**config.mk**
```make
export PLATFORM = sky130hd
export DESIGN_NAME = sync_to_qdi_tx
export DESIGN_NICKNAME = d
export VERILOG_FILES = /design/src/rtl/noc_qdi_pkg.sv /design/src/rtl/sdm_sync_fifo.sv /design/src/rtl/sync_to_qdi_tx.sv
export SDC_FILE = /design/constraint.sdc
export NUM_CORES = 1
export LEC_CHECK = 0
export ABC_CLOCK_PERIOD_IN_PS = 9750
export CAP_MARGIN = 15
export CORE_ASPECT_RATIO = 1.5
export CORE_MARGIN = 4
export CORE_UTILIZATION = 49
export CTS_CLUSTER_SIZE = 20
export DETAILED_ROUTE_END_ITERATION = 10
export PLACE_DENSITY = 0.79
export RECOVER_POWER = 25
export SYNTH_ARGS = -nofsm -noshare
export SYNTH_HDL_FRONTEND = slang
export SYNTH_SLANG_ARGS = --single-unit
```
**constraint.sdc**
```tcl
create_clock -name clk -period 9.75 [get_ports clk]
set_input_delay 1.95 -clock clk [delete_from_list [all_inputs] [get_ports clk]]
set_output_delay 1.95 -clock clk [all_outputs]
set_load 0.02 [all_outputs]
```
**src/rtl/noc_qdi_pkg.sv**
```systemverilog
// Shared definitions for the synchronous-to-QDI transmit stage: FSM states,
// 1-of-4 rail indices and the group-count helper.
package noc_qdi_pkg;

  typedef enum logic [1:0] {
    ST_INIT = 2'd0,
    ST_IDLE = 2'd1,
    ST_DATA = 2'd2,
    ST_RTZ  = 2'd3
  } state_t;

  localparam int RAIL0 = 0;
  localparam int RAIL1 = 1;
  localparam int RAIL2 = 2;
  localparam int RAIL3 = 3;

  function automatic int group_count(input int dw);
    return dw / 2;
  endfunction

endpackage

```
**src/rtl/sdm_sync_fifo.sv**
```systemverilog
// Single-clock FIFO with extra-bit pointers for full/empty; head word is
// presented combinationally on rdata while not empty.
module sdm_sync_fifo #(
  parameter int WIDTH = 33,
  parameter int DEPTH = 4
) (
  input  logic             clk,
  input  logic             rst_n,
  input  logic             push,
  input  logic [WIDTH-1:0] wdata,
  input  logic             pop,
  output logic [WIDTH-1:0] rdata,
  output logic             full,
  output logic             empty
);

  localparam int AW = $clog2(DEPTH);

  logic [WIDTH-1:0] mem [DEPTH];
  logic [AW:0]      wr_ptr;
  logic [AW:0]      rd_ptr;

  always_ff @(posedge clk) begin
    if (!rst_n) begin
      wr_ptr <= '0;
      rd_ptr <= '0;
    end else begin
      if (push) wr_ptr <= wr_ptr + 1'b1;
      if (pop)  rd_ptr <= rd_ptr + 1'b1;
    end
  end

  always_ff @(posedge clk) begin
    if (push) mem[wr_ptr[AW-1:0]] <= wdata;
  end

  assign rdata = mem[rd_ptr[AW-1:0]];
  assign empty = (wr_ptr == rd_ptr);
  assign full  = (wr_ptr[AW] != rd_ptr[AW]) && (wr_ptr[AW-1:0] == rd_ptr[AW-1:0]);

endmodule

```
**src/rtl/sync_to_qdi_tx.sv**
```systemverilog
// Clocked transmitter driving 1-of-4 four-phase RTZ tokens into a QDI router.
// Optional ack watchdog enabled by defining ACK_TIMEOUT_EN.
module sync_to_qdi_tx
  import noc_qdi_pkg::*;
#(
  parameter int DW          = 32,
  parameter int FIFO_DEPTH  = 4,
  parameter int SYNC_STAGES = 2,
  parameter int TIMEOUT     = 1024
) (
  input  logic            clk,
  input  logic            rst_n,
  input  logic            in_valid,
  input  logic [DW-1:0]   in_data,
  input  logic            in_eof,
  output logic            in_ready,
  output logic [DW/2-1:0] out_d0,
  output logic [DW/2-1:0] out_d1,
  output logic [DW/2-1:0] out_d2,
  output logic [DW/2-1:0] out_d3,
  output logic            out_eof,
  input  logic            out_ack,
  output logic            busy,
  output logic            err
);

  localparam int G  = group_count(DW);
  localparam int CW = $clog2(SYNC_STAGES + 1);
  localparam logic [CW-1:0] PRIME = CW'(SYNC_STAGES);

  function automatic logic [4*G-1:0] encode(input logic [DW-1:0] w);
    logic [4*G-1:0] r;
    r = '0;
    for (int i = 0; i < G; i++) begin
      case (w[2*i +: 2])
        2'd0:    r[RAIL0*G + i] = 1'b1;
        2'd1:    r[RAIL1*G + i] = 1'b1;
        2'd2:    r[RAIL2*G + i] = 1'b1;
        default: r[RAIL3*G + i] = 1'b1;
      endcase
    end
    return r;
  endfunction

  state_t         state_q, state_d;
  logic [4*G-1:0] rails_q;
  logic           eof_q;
  logic [SYNC_STAGES-1:0] sync_q;
  logic           ack_s;
  logic [CW-1:0]  init_cnt;
  logic           push, pop, load, clear;
  logic [DW:0]    head;
  logic           full, empty;

  assign push     = in_valid && in_ready;
  assign in_ready = !full && (state_q != ST_INIT);
  assign busy     = (state_q == ST_DATA) || (state_q == ST_RTZ) || !empty;

  sdm_sync_fifo #(
    .WIDTH (DW + 1),
    .DEPTH (FIFO_DEPTH)
  ) u_fifo (
    .clk   (clk),
    .rst_n (rst_n),
    .push  (push),
    .wdata ({in_eof, in_data}),
    .pop   (pop),
    .rdata (head),
    .full  (full),
    .empty (empty)
  );

  // Ack synchroniser; init_cnt holds INIT until the chain has sampled the
  // live ack, so a stale high ack cannot slip past as a cleared flop.
  always_ff @(posedge clk) begin
    if (!rst_n) begin
      sync_q   <= '0;
      init_cnt <= '0;
    end else begin
      sync_q <= {sync_q[SYNC_STAGES-2:0], out_ack};
      if (state_q == ST_INIT && init_cnt != PRIME) init_cnt <= init_cnt + 1'b1;
    end
  end

  assign ack_s = sync_q[SYNC_STAGES-1];

  always_comb begin
    state_d = state_q;
    pop     = 1'b0;
    load    = 1'b0;
    clear   = 1'b0;
    case (state_q)
      ST_INIT: if (init_cnt == PRIME && !ack_s) state_d = ST_IDLE;
      ST_IDLE: if (!empty) begin
        pop     = 1'b1;
        load    = 1'b1;
        state_d = ST_DATA;
      end
      ST_DATA: if (ack_s) begin
        clear   = 1'b1;
        state_d = ST_RTZ;
      end
      ST_RTZ: if (!ack_s) begin
        if (!empty) begin
          pop     = 1'b1;
          load    = 1'b1;
          state_d = ST_DATA;
        end else begin
          state_d = ST_IDLE;
        end
      end
      default: state_d = ST_INIT;
    endcase
  end

  // Rails are flop outputs only, so the router never sees decode glitches.
  always_ff @(posedge clk) begin
    if (!rst_n) begin
      state_q <= ST_INIT;
      rails_q <= '0;
      eof_q   <= 1'b0;
    end else begin
      state_q <= state_d;
      if (load) begin
        rails_q <= encode(head[DW-1:0]);
        eof_q   <= head[DW];
      end else if (clear) begin
        rails_q <= '0;
        eof_q   <= 1'b0;
      end
    end
  end

  assign out_d0  = rails_q[RAIL0*G +: G];
  assign out_d1  = rails_q[RAIL1*G +: G];
  assign out_d2  = rails_q[RAIL2*G +: G];
  assign out_d3  = rails_q[RAIL3*G +: G];
  assign out_eof = eof_q;

`ifdef ACK_TIMEOUT_EN
  localparam int TW = $clog2(TIMEOUT + 1);
  localparam logic [TW-1:0] TLIM = TW'(TIMEOUT);

  logic [TW-1:0] to_cnt;
  logic          err_q;

  always_ff @(posedge clk) begin
    if (!rst_n) begin
      to_cnt <= '0;
      err_q  <= 1'b0;
    end else begin
      if (state_d != state_q) to_cnt <= '0;
      else if ((state_q == ST_DATA || state_q == ST_RTZ) && to_cnt != TLIM)
        to_cnt <= to_cnt + 1'b1;
      if (to_cnt == TLIM) err_q <= 1'b1;
    end
  end

  assign err = err_q;
`else
  assign err = 1'b0;
`endif

endmodule
```
==> summary.md, run 1 <==
| Metric | Value |
|---|---|
| Status | completed |
| Critical path class | reg2out |
| Syn_nets | 580 |
| Fmax | 244 MHz |
| Total number of yosys warnings | 0 |
| Pwr per Cell Area | 187 mW/mm^2 |
| Largest net degree at the start of global routing | 101 |
| I/O Buffers | 103 |
| Final GP Congestion | 0.703 |
| Final WL | 17.1 mm |
| Total iterations of the first detailed-routing run | 5 |
| Residual DRC | 0 |
| Final Max Slew Viols | 0 |
| Sequential share of the synthesized area | 0.676 |
| Maximum clock path buffer count | 3 |
| Setup-failing EPs final | 0 |
| GR Util All Layers | 0.181 |
| Vias in the first global route | 4993 |
| Synth Area in Compound Gates | 0.0738 |
| Area grow syn2layout | 22.0% |
| Synth Area in XOR/XNOR | 0.0104 |
| Leakage power total | 3.21 nW |
| Syn Inst Count | 537 |
| Std-Cell Rows | 57 |
| Crit. End Element | primary output |
| Final-layout fill cell count | 1212 |
| Synth Area in Simple Gates | 0.111 |
| Critical path startpoint | u_fifo.wr_ptr[0] |
| Largest stage delay, worst path | 530 ps |
| Post-synthesis mux area share | 0.0906 |
| Worst Skew | 13.5 ps |
| Vias | 4884 |
| Worst EP required | 7800 ps |
| Core area | 0.0163 sq mm |
| Distinct cells, synth | 39 |
| Worst Path Max Fanout | 6 |
| Worst-path clk slew | 60 ps |
| Worst Hold End | sync_q[1] |
| First-pass GRT wire length | 27.0 mm |
| Vias per inst | 5.74 |
| Crit path DAT | 2150 ps |
| Die footprint | 0.0189 sq mm |
| Largest family of logic cells by synthesized area | simple AND/OR/NAND/NOR gates |
| Final period util | 0.421 |
| Max_cap viols | 0 |
| Worst setup SP type | flop |
| Dpl ws | 5610 ps |
| Final hold vios | 0 |
| Avg Cell Area, Syn | 15.3 sq um |
| Post-cts resize count | 0 |
| Setup Fix Bufs, Post-CTS | 0 |
| Layout cell share with drive strength beyond 1 | 0.128 |
| Reg2reg setup slack | 7410 ps |
| H-tree level count | 1 |
| Post-CTS Hold Fix Bufs | 0 |
| Worst-path cell chain | xnor2_2 -> and3_1 -> nand2b_1 -> clkdlybuf4s50_1 |
| Critical R2R Capture | u_fifo.mem[1][19] |
| Worst skew pair latency | 490 ps |
| Initial antenna violation count | 5 |
| Sink Count | 211 |
| CP max-delay cell | clkdlybuf4s50_1 |
| Avg WL per Cell | 20.1 um |
| Syn Std Cell Area | 0.00820 sq mm |
| CTS tree | built |
| Flops & latches, synth | 211 |
| Final TNS setup | 0 ps |
| Die Y | 166 um |
| Grt ovf | 0 |
| Reg2reg path depth | 3 |
| Nets | 672 |
| Initial Utilization | 0.502 |
| Worst-Margin Slew | 1020 ps |
| Post-Synth Adder-Cell Area | 0.00915 |
| Final ANT Viol Nets | 0 |
| DRT iter0 DRCs | 359 |
| TritonCTS buffer count | 20 |
| Worst Hold Depth | 1 |
| Final min period | 4100 ps |
| Peak VDD IR | 149 uV |
| Unrepaired setup endpoints after global routing | false |
| Min-Delay Path Class | reg2reg |
| Die Wd | 114 um |
| Root buffer cell | clkbuf_16 |
| Hold Startpoint | sync_q[0] |
| Slew Limit Headroom | 0.321 |
| Final WS setup | 5650 ps |
| Dpl hpwl | 10.7 mm |
| Reg2reg start | u_fifo.wr_ptr[0] |
| # IOs | 105 |
cell usage after synthesis (all sizes together):
cell	count	area share
a21boi	51	0.047
mux4	33	0.091
o211a	1	0.0012
o21a	17	0.016
nor3	1	0.00061
inv	5	0.0023
edfxtp	132	0.48
a221oi	1	0.0011
a21bo	1	0.0012
and3	17	0.013
conb	1	0.00046
or3	16	0.012
a31oi	2	0.0023
a311oi	2	0.0029
nand3	67	0.041
nand2	6	0.0027
nor2	1	0.00046
nor2b	1	0.00076
clkbuf	20	0.0095
o21ai	3	0.0018
xnor2	6	0.0082
dfxtp	79	0.19
ha	6	0.0092
a31o	1	0.0011
nor4b	1	0.0011
xor2	2	0.0021
nand2b	1	0.00076
and2	11	0.0084
nor3b	17	0.016
nand3b	16	0.015
buf	19	0.017
how the worst max path moves through the flow:
stage                                    to  slack [ps]  cells after the start
final                                  busy        5650                      4
after global routing                   busy        5540                      4
after CTS                              busy        5630                      4
after detailed placement  u_fifo.mem[1][14]        5610                      4
after global placement    u_fifo.mem[2][19]        5680                      4
after floorplan            u_fifo.wr_ptr[2]        4540                      4
critical path: cells and delay by family, from the launching register on:
kind | cells | cell delay, ps
simple gates | 2 | 340
buf+inv | 1 | 530
flops | 1 | 360
xor+xnor | 1 | 430
cell families after synthesis:
family | Yosys count
DFF | 211
and+or+nand+nor | 155
AOI/OAI and AO/OA | 79
buffers and inverters | 44
muxes | 33
xor gates and xnor gates | 8
adders and majority gates | 6
other | 1
power by group:
group | internal, mW | total (mW) | switching [mW]
combinational | 0.0653 | 0.144 | 0.0791
clock | 0.421 | 0.737 | 0.316
sequential | 0.975 | 0.985 | 0.0103
registers in the layout, indices dropped and copies added (netlist names), named ones only:
name and flops:
out_eof 1, state_q 2, u_fifo.mem 132, u_fifo.rd_ptr 3
sync_q 2, rails_q 64, u_fifo.wr_ptr 3, init_cnt 2
through the flow:
step	area [sq um]	total power, mW	util	hold slack (ps)	cells
after floorplan	8200	1.10	-	412	537
after global placement	9350	1.14	0.573	434	812
after detailed placement	9350	1.15	0.573	429	812
after CTS	9980	1.88	0.611	451	848
after global routing	10000	1.94	0.613	462	851
final	10000	1.87	0.613	443	851
metal layers:
layer  global-route usage  share of wire  up-vias
li1                     -              -     2243
met1                0.220           0.38     2432
met2                0.319           0.54      176
met3               0.0334          0.059       31
met4               0.0638          0.025        2
met5                    0        0.00076        -
area by class of cell:
| class | count | area, sq um | area share |
|---|---|---|---|
| Clock inverter | 7 | 42.5 | 0.00425 |
| Sequential cell | 211 | 5550 | 0.554 |
| Multi-Input combinational cell | 282 | 2470 | 0.247 |
| Clock buffer | 29 | 587 | 0.0586 |
| Inverter | 5 | 18.8 | 0.00188 |
| Antenna cell | 2 | 5.00 | 0.000500 |
| Timing Repair Buffer | 109 | 1080 | 0.108 |
| Tap cell | 206 | 258 | 0.0258 |
cell usage in the layout (no fill, tap or decap), types with 3 or more instances in the layout:
cell type        instances
a21boi_0                23
a21boi_1                28
and2_1                   8
and2_2                   3
and3_1                  17
buf_4                    5
clkbuf_1                 4
clkbuf_16               21
clkbuf_8                 3
clkdlybuf4s50_1         76
dfxtp_1                 78
dlygate4sd3_1           26
edfxtp_1               132
ha_1                     6
inv_1                    5
mux4_2                  33
nand2_1                  6
nand3_1                 66
nand3b_1                16
nor3b_1                 17
o21a_1                  17
o21ai_0                  3
or3_1                   16
xnor2_1                  4
Power figures use the tool's default switching activity.
==> inputs of run 2 (changes only) <==
ABC_CLOCK_PERIOD_IN_PS = 4300   (was 9750)
clock period = 4.3 ns   (was 9.75 ns; I/O delays follow)
==> summary.md, run 2 (synthesis results as in run 1) <==
| Metric | Value |
|---|---|
| Area grow syn2layout | 23.5% (was 22.0%) |
| Worst-path clk slew | 60 ps (about the same) |
| Vias in the first global route | 5183 (was 4993) |
| # IOs | 105 (unchanged) |
| TritonCTS buffer count | 21 (was 20) |
| Maximum clock path buffer count | 3 (unchanged) |
| Grt ovf | 0 (unchanged) |
| Status | completed (unchanged) |
| Crit path DAT | 2190 ps (was 2150 ps) |
| Initial Utilization | 0.502 (unchanged) |
| Pwr Total | 4.53 mW (was 1.87 mW) |
| Largest register FFs | 132 (unchanged) |
| Most common cell after layout, fill and taps aside | edfxtp_1 (unchanged) |
| Worst EP required | 3440 ps (was 7800 ps) |
| Worst Skew | 12.1 ps (was 13.5 ps) |
| Critical path startpoint | u_fifo.wr_ptr[1] (was u_fifo.wr_ptr[0]) |
| Sink Count | 211 (unchanged) |
| Most frequent cells in the layout | edfxtp_1, dfxtp_1, clkdlybuf4s50_1 (unchanged) |
| Unrepaired setup endpoints after global routing | false (unchanged) |
| Final ANT Viol Nets | 0 (unchanged) |
| Final hold vios | 0 (unchanged) |
| Peak VDD IR | 317 uV (was 149 uV) |
| DRT iter0 DRCs | 341 (was 359) |
| Setup-failing EPs final | 0 (unchanged) |
| Avg WL per Cell | 20.2 um (was 20.1 um) |
| Sequential cell area | 0.00555 sq mm (unchanged) |
| Multi-input gate area | 0.00247 sq mm (unchanged) |
| Critical path class | reg2out (unchanged) |
| Std-Cell Rows | 57 (unchanged) |
| Final Max Slew Viols | 0 (unchanged) |
| Final TNS setup | 0 ps (unchanged) |
| Die footprint | 0.0189 sq mm (unchanged) |
| Setup Fix Bufs, Post-CTS | 0 (unchanged) |
| First-pass GRT wire length | 28.2 mm (was 27.0 mm) |
| Final Non-Filler Cells | 855 (was 851) |
| Dpl hpwl | 10.6 mm (was 10.7 mm) |
| Core area | 0.0163 sq mm (unchanged) |
| Total iterations of the first detailed-routing run | 5 (unchanged) |
| Initial antenna violation count | 6 (was 5) |
| Placed insts | 811 (was 812) |
| Final-layout fill cell count | 1210 (was 1212) |
| Residual DRC | 0 (unchanged) |
| Post-cts resize count | 0 (unchanged) |
| Fmax | 328 MHz |
| Post-CTS Hold Fix Bufs | 0 (unchanged) |
| I/O Buffers | 103 (unchanged) |
| Largest net degree at the start of global routing | 101 (unchanged) |
| Min-Delay Path Class | reg2reg (unchanged) |
| Final period util | 0.708 |
| Slew Limit Headroom | 0.244 (was 0.321) |
| Max_cap viols | 0 (unchanged) |
| Vias | 4885 (was 4884) |
| Vias per inst | 5.71 (was 5.74) |
| Crit. End Element | primary output (unchanged) |
| CTS tree | built (unchanged) |
| Worst Hold Depth | 1 (unchanged) |
| Die Y | 166 um (unchanged) |
| Root buffer cell | clkbuf_16 (unchanged) |
| Post-layout util | 0.620 (was 0.613) |
| Reg2reg path depth | 4 (was 3) |
| Final GP Congestion | 0.732 (was 0.703) |
| H-tree level count | 1 (unchanged) |
| Final WL | 17.3 mm (was 17.1 mm) |
| Crit path capture | busy (unchanged) |
| Reg2reg setup slack | 1850 ps (was 7410 ps) |
| Fin Hold WS | 445 ps (was 443 ps) |
| Layout cell share with drive strength beyond 1 | 0.128 (unchanged) |
| Critical R2R Capture | rails_q[8] (was u_fifo.mem[1][19]) |
| Pwr per Cell Area | 447 mW/mm^2 (was 187 mW/mm^2) |
| Worst Path Max Fanout | 6 (unchanged) |
| Worst setup SP type | flop (unchanged) |
| Worst-Margin Slew | 1130 ps (was 1020 ps) |
| Die Wd | 114 um (unchanged) |
| Nets | 672 (unchanged) |
| Final min period | 3050 ps |
| GR Util All Layers | 0.188 (was 0.181) |
| Leakage power total | 3.26 nW (was 3.21 nW) |
| Worst skew pair latency | 490 ps (about the same) |
run 2: cell count changes in the layout (fill, tap and decap cells not counted):
cell | before | now
bufinv_16 | 0 | 5
diode_2 | 2 | 6
clkbuf_8 | 3 | 0
buf_4 | 5 | 4
clkbuf_1 | 4 | 5
clkbuf_16 | 21 | 22
clkbuf_2 | 1 | 0
clkdlybuf4s50_1 | 76 | 75
clkinv_1 | 2 | 1
dlygate4sd3_1 | 26 | 27
inv_4 | 1 | 0
run 2: how the worst min path moves through the flow:
stage	startpoint	end	slack, ps
floorplan	sync_q[0]	sync_q[1]	410
global route	sync_q[0]	sync_q[1]	470
detailed placement	sync_q[0]	sync_q[1]	440
CTS	sync_q[0]	sync_q[1]	450
global placement	sync_q[0]	sync_q[1]	430
finish	sync_q[0]	sync_q[1]	450
run 2: stage by stage:
stage,setup WS (ps),instance area (sq um)
4_1_cts,1220,10100
2_1_floorplan,183,8200
3_5_place_dp,1220,9350
5_1_grt,1160,10100
3_3_place_gp,1330,9350
6_report,1250,10100
run 2: area by class of cell:
class | count | area share
clock buffer | 27 | 0.0562
sequential | 211 | 0.547
inverter | 5 | 0.00185
multi-input combinational | 282 | 0.243
antenna | 6 | 0.00148
timing repair buffer | 108 | 0.106
clock inverter | 10 | 0.0180
tap | 206 | 0.0254
run 2: worst max-delay path: stages, from the launching register on:
cell	delay, ps
dfxtp_1	380
xnor2_2	430
and3_1	290
nand2b_1	70
clkdlybuf4s50_1	530
run 2: power by group:
group          internal [mW]  total [mW]  switching, mW
logic                  0.147       0.323          0.176
clock network           1.24        1.97          0.731
registers               2.21        2.24         0.0281
run 2: routing by layer:
layer,global-route usage,part of all wire,vias up
met4,0.0842,0.031,0
met2,0.324,0.53,156
met1,0.233,0.39,2447
met5,0,0,-
met3,0.0283,0.052,31
li1,-,-,2251
